==> src/rtl/lfsr_gen.sv <==
// Fibonacci/Galois LFSR with seed load, zero-lock protection and period measurement.
// Latency: one cycle from EN/LOAD to Q; no backpressure, EN simply advances one step per cycle.
module lfsr_gen #(
  parameter int               WIDTH    = 16,
  parameter logic [WIDTH-1:0] FIB_TAPS = 16'h002D,
  parameter logic [WIDTH-1:0] GAL_TAPS = 16'hB400,
  parameter logic [WIDTH-1:0] SEED     = 16'hACE1
) (
  input  logic             CLK,
  input  logic             RESET,
  input  logic             EN,
  input  logic             LOAD,
  input  logic [WIDTH-1:0] SEED_IN,
  input  logic             GALOIS,
  output logic [WIDTH-1:0] Q,
  output logic             BIT_OUT,
  output logic [WIDTH-1:0] CNT,
  output logic [WIDTH-1:0] PERIOD,
  output logic             PERIOD_DONE,
  output logic             ZERO_SEED
);

  logic [WIDTH-1:0] start_val;
  logic             fib_fb;
  logic [WIDTH-1:0] fib_next;
  logic [WIDTH-1:0] gal_next;
  logic [WIDTH-1:0] step_next;
  logic [WIDTH-1:0] load_val;
  logic             seed_in_zero;

  always_comb begin
    fib_fb       = ^(Q & FIB_TAPS);
    fib_next     = {fib_fb, Q[WIDTH-1:1]};
    gal_next     = (Q >> 1) ^ (Q[0] ? GAL_TAPS : '0);
    step_next    = GALOIS ? gal_next : fib_next;
    seed_in_zero = (SEED_IN == '0);
    load_val     = seed_in_zero ? SEED : SEED_IN;
  end

  assign BIT_OUT = Q[0];

  always_ff @(posedge CLK) begin
    if (RESET) begin
      Q           <= SEED;
      start_val   <= SEED;
      CNT         <= '0;
      PERIOD      <= '0;
      PERIOD_DONE <= 1'b0;
      ZERO_SEED   <= 1'b0;
    end else begin
      PERIOD_DONE <= 1'b0;
      ZERO_SEED   <= 1'b0;
      if (LOAD) begin
        Q         <= load_val;
        start_val <= load_val;
        CNT       <= '0;
        ZERO_SEED <= seed_in_zero;
      end else if (EN) begin
        if (step_next == '0) begin
          // Lock-up escape: treated as a fresh reseed, so the period restarts from SEED.
          Q         <= SEED;
          start_val <= SEED;
          CNT       <= '0;
          ZERO_SEED <= 1'b1;
        end else if (step_next == start_val) begin
          Q           <= step_next;
          PERIOD      <= CNT + WIDTH'(1);
          CNT         <= '0;
          PERIOD_DONE <= 1'b1;
        end else begin
          Q   <= step_next;
          CNT <= CNT + WIDTH'(1);
        end
      end
    end
  end

endmodule

==> config.mk <==
export PLATFORM = sky130hd
export DESIGN_NAME = lfsr_gen
export DESIGN_NICKNAME = d
export VERILOG_FILES = /design/src/rtl/lfsr_gen.sv
export SDC_FILE = /design/constraint.sdc
export NUM_CORES = 1
export LEC_CHECK = 0
export ABC_AREA = 1
export CAP_MARGIN = 5
export CORE_ASPECT_RATIO = 1.2
export CORE_MARGIN = 2
export CORE_UTILIZATION = 51
export DETAILED_ROUTE_END_ITERATION = 10
export PLACE_DENSITY = 0.82
export SYNTH_ARGS = -nofsm -noshare
export SYNTH_HDL_FRONTEND = slang
export SYNTH_SLANG_ARGS = --single-unit
==> constraint.sdc <==
create_clock -name CLK -period 1.8 [get_ports CLK]
set_clock_uncertainty 0.05 [all_clocks]
set_input_delay 0.27 -clock CLK [delete_from_list [all_inputs] [get_ports CLK]]
set_output_delay 0.27 -clock CLK [all_outputs]
set_load 0.02 [all_outputs]
After elaboration in Yosys (flattened, before gate mapping)
Index checks and enable logic that the tools add are counted.

operators by class
  bitwise operators = 4
  add/subtract/negate cells = 1
  mux-type cells = 15
  reductions and logical operators = 9
  equality and inequality tests = 1

operators by type and width
  operator                                       number
  2-to-1 mux 16 bit                              11
  zero test 16 bit                               2
  adder 16 x 1 -> 16 bit, second input constant  1
  equality test 16 bit                           1
  parity 16 bit                                  1
  XOR 15 x 16 -> 16 bit                          1
  2-to-1 mux 1 bit                               4
  AND reduction 4 bit                            1
  nonzero test 2 bit                             2
  OR reduction 4 bit                             1
  NOT 1 bit                                      3
  AND reduction 2 bit                            1
  OR reduction 2 bit                             1

word-level totals
  register bits = 66
  logic and storage cells = 36
  input bits = 21

Logic depth before layout (Yosys ltp)
  depth after elaboration = 7
  depth in mapped cells = 15
  mapped depth without buffers = 14

Least setup slack after synthesis
Ideal clock, no wire load.

  kind = register -> register
  start point = reg Q[0]
  end point = reg PERIOD[0]
  setup slack = 0.009 ns
  path buffers = 2
  library setup time = 0.064 ns
  required time = 1.686 ns
  data arrival time = 1.677 ns
  period minus slack after synthesis = 1.791 ns
  cell stages (with the launch flop) = 15
  cell sequence = dfxtp_1 buf_6 nand2_2 nand2_1 nand2_2 inv_2 nor2_1 nor2_2 nand3_1 nor2_2 nand2_4 nor2_8 buf_6 nor2_1 nor2_1

between the ends
  word-level cells in the longest chain between the ends = 6
  elaborated cells between the ends (all ways) = 8
  those cells by class = 1 x eq/ne; 2 x mux; 2 x bitwise; 3 x reduce/logical

ends and longest elaborated chain
  item                               RTL line  text
  from (decl)                        15        output logic [WIDTH-1:0] Q,
  from (signal assigned)             54        Q <= load_val;
  from (signal assigned)             66        Q <= step_next;
  from (signal assigned)             71        Q <= step_next;
  2-to-1 mux 16 bit                  34        gal_next = (Q >> 1) ^ (Q[0] ? GAL_TAPS : '0);
  XOR 15 x 16 -> 16 bit              34
  2-to-1 mux 16 bit (*)              35        step_next = GALOIS ? gal_next : fib_next;
  zero test 16 bit                   59        if (step_next == '0) begin
  NOT 1 bit (no line)                --
  AND reduction 4 bit (no line) (*)  --
  to (signal assigned)               67        PERIOD <= CNT + WIDTH'(1);
  to (decl)                          18        output logic [WIDTH-1:0] PERIOD,

Mark *: on every way between the ends. The rest lies on a longest branch, timed or not.
A chain may end at the register's enable or synchronous reset.

Final worst setup path
  start point = reg Q[1]
  end point = reg PERIOD[10]

between the ends
  word-level cells in the longest chain between the ends = 5
  elaborated cells between the ends (all ways) = 6
  those cells by class = 1 x eq/ne; 1 x mux; 2 x bitwise; 2 x reduce/logical

ends and longest elaborated chain
  item                               RTL line
  XOR 15 x 16 -> 16 bit              34
  2-to-1 mux 16 bit (*)              35
  zero test 16 bit                   59
  NOT 1 bit (no line)                --
  AND reduction 4 bit (no line) (*)  --

Marks and branches as above.

==> reports/results.ini <==
[run_status]
status=complete, but fails checks
violations=setup timing

[place]
gp_congestion=0.8814
port_buffers=71
pre_cts_slack_ns=-0.3981
dp_hpwl_um=7504

[detailed_routing]
first_pass_iters=5
drc=0
via_per_inst=5.452
vias=4007
drtIter0Drc=367
ant_nets=0
wl_per_cell_um=15.23
routed_wl_um=11190

[die]
start_util_pct=53.22
num_rows=32
core-area_um2=6486
dieArea_um2=7446
die_w_um=79.11
boundaryPins=72
die_h_um=94.13

[synth]
netlist.area_leader.share_pct=38.27
seq_area_frac_synth_pct=38.27
yosysTopAreaCell=dfxtp_1
yosysUniqueCellTypes=29
synth_most_common_cell=nand2_1
synthCells=529
synth.net_count=551
synth_common_cells=153 x nand2_1, 89 x nor2_1, 66 x dfxtp_1, 50 x inv_1, 35 x nand3_1
synthArstFlopShare_pct=0
syn-cell-area_um2=3452
synth.avg_cell_area_um2=6.526
ys_top_cells_by_area=dfxtp_1 38%, nand2_1 17%, nor2_1 9.7%, inv_1 5.4%, nand3_1 5.1%
yosysWarnings=0
ys.flop_type=dfxtp_1
synth-seq-cells=66
synth_edf_count=0

[sta]
layout_setup_ws_ns=-0.1442
setup_viol=10
slew_violations=0
finalCritPeriodShare_pct=108.0
slew_headroom_pct=66.81
worst_pin_slew_ns=0.4973
fmax_ghz=0.5143
hold_viol=0
fin_crit_ns=1.944
rsz0062_at_grt=yes

[flow_run]
maxCapViolations=0

[min_path]
hold_path.class=flip-flop to flip-flop
min_to=start_val[4]
hold_start=start_val[4]
whs_path_depth=2

[worst_setup_path]
worstSetupPathType=flip-flop to flip-flop
worstPathMaxFanout=8
timing.rr.end=PERIOD[10]
cp_slowest_cell=dfxtp_4
path_common_cell=nor2_1
rr_startpoint=Q[1]
worstPathArrival_ns=2.16
crit_chain=nor2_1 -> nor2_1 -> nor2_1 -> nand2_1 -> nor2_2 -> inv_1 -> nor2_2 -> nand2_4 -> nor2_4 -> nor2_1 -> nor2_1
reg2reg_setup_slack_ns=-0.14
startpoint=Q[1]
cp_top_family=simple AND/OR/NAND/NOR gates
worst_setup_path_end_kind=flip-flop
worstPathRequired_ns=2.02
slowest_delay_ns=0.37
r2r_cells=11
cp_num_buf_inv=1
critPathLaunchType=flip-flop

[global_route]
grt_util_all_layers_pct=28.69
overflow=0
antenna_found_initial=0
grt_start_max_net_pins=18
grt_pass1_vias=3741
grt_pass1_wl_um=16910

[cts]
postCtsHoldBufs=0
clock_sinks=66
htree_levels=3
cts_root_buf=clkbuf_8
clock_path_buffers=2
cts.clk_slew.worst_paths_ns=0.08
clkLatencyLatePin_ns=0.35
cts_tree=yes
cts_buffers=9

[cells_and_area]
nFillCells=488
syn_to_final_growth_pct=44.47
fin_util_pct=76.89
ff_latch_area_um2=1360
drive_gt1_share_pct=21.08
num_antenna_cells=0
fin_nets=667
multiInputGateArea_um2=1972

[power_and_ir_drop]
power_density_nw_per_um2=710.4
total_power_mw=3.543
p_leak_nw=2.160
peakVddDrop_uv=427.9

## routing by layer
metal / global-route usage [%] / vias to the layer above / routed length (um)
met4: 11.64 / 0 / 313
met3: 4.423 / 31 / 826
li1: - / 1900 / -
met1: 32.91 / 1848 / 4190
met2: 52.54 / 228 / 5863
met5: 0 / - / 0
## kinds of logic (layout without fill, tap and decap cells)
kind of cell / after synthesis / after routing / share of synthesized area (%)
AND/OR/NAND/NOR: 303 / 304 / 37.15
buffers and inverters: 74 / 194 / 9.133
AO/OA/AOI/OAI: 70 / 70 / 11.27
flip-flops: 66 / 66 / 38.27
XOR/XNOR: 15 / 15 / 3.806
adder cells (fa/ha/maj): 1 / 1 / 0.3624
## registers in the layout, summed over array words and instances (netlist names)
signal,count
PERIOD,16
ZERO_SEED,1
PERIOD_DONE,1
CNT,16
start_val,16
Q,16
## worst max path at each step
stage                 end  slack (ns)  cells after the start
6_report       PERIOD[10]       -0.14                     11
5_1_grt        PERIOD[10]       -0.29                     11
4_1_cts        PERIOD[12]       0.001                     12
3_5_place_dp    PERIOD[2]       -0.40                     13
3_3_place_gp    PERIOD[5]       -0.27                     12
2_1_floorplan   PERIOD[0]       0.009                     14
## final cells by class
type                            instances  area share, %
Clock inverter                          6          1.330
Sequential cell                        66          27.27
Inverter                               55          4.139
Clock buffer                           10          2.760
Multi-Input combinational cell        390          39.54
Tap cell                               85          2.132
Timing Repair Buffer                  123          22.83
## layout by cell type, fill, tap and decap left out, types with 4 or more instances in the layout
cell / count
nand2_4: 5
nand2_2: 18
o211ai_1: 11
o21ai_0: 17
buf_4: 46
clkbuf_8: 10
dfxtp_1: 51
nand3_2: 6
buf_6: 4
nand3_1: 29
clkdlybuf4s50_1: 60
dfxtp_2: 7
inv_1: 48
nand2_1: 141
a21oi_1: 30
xor2_1: 12
nor2_1: 84
dlygate4sd2_1: 8
dfxtp_4: 8
nor2_2: 7
a31oi_1: 7
inv_2: 5
## metrics by stage
stage / instance area, um^2 / cells / TNS [ns] / hold slack [ns]
after floorplan: 3452 / 529 / 0 / 0.3888
after global placement: 4538 / 713 / -13.91 / 0.4156
after detailed placement: 4538 / 713 / -18.96 / 0.4133
after CTS: 4765 / 732 / 0 / 0.4328
after global routing: 4987 / 735 / -4.915 / 0.4578
final: 4987 / 735 / -0.5038 / 0.4326
## power by group
group / internal, mW / total [mW] / switching [mW]
clock network: 0.677 / 1.29 / 0.608
registers: 1.52 / 1.58 / 0.0650
logic: 0.292 / 0.675 / 0.383
total: 2.49 / 3.54 / 1.06
## timing repair
item / 4_1_cts / 5_1_grt
setup endpoints to repair: 39 / 63
resized for setup: 11 / 66
pin swaps: 3 / 20
hold endpoints to repair: 0 / 0
buffers inserted: 2 / 3
cloned: 1 / 0
## tightest hold or removal path, cell delays in order, from the launching register on
cell     delay [ns]
dfxtp_1        0.33
nand2_1        0.06
a21oi_1        0.05
Note: power is estimated with default switching activity, not from simulation.
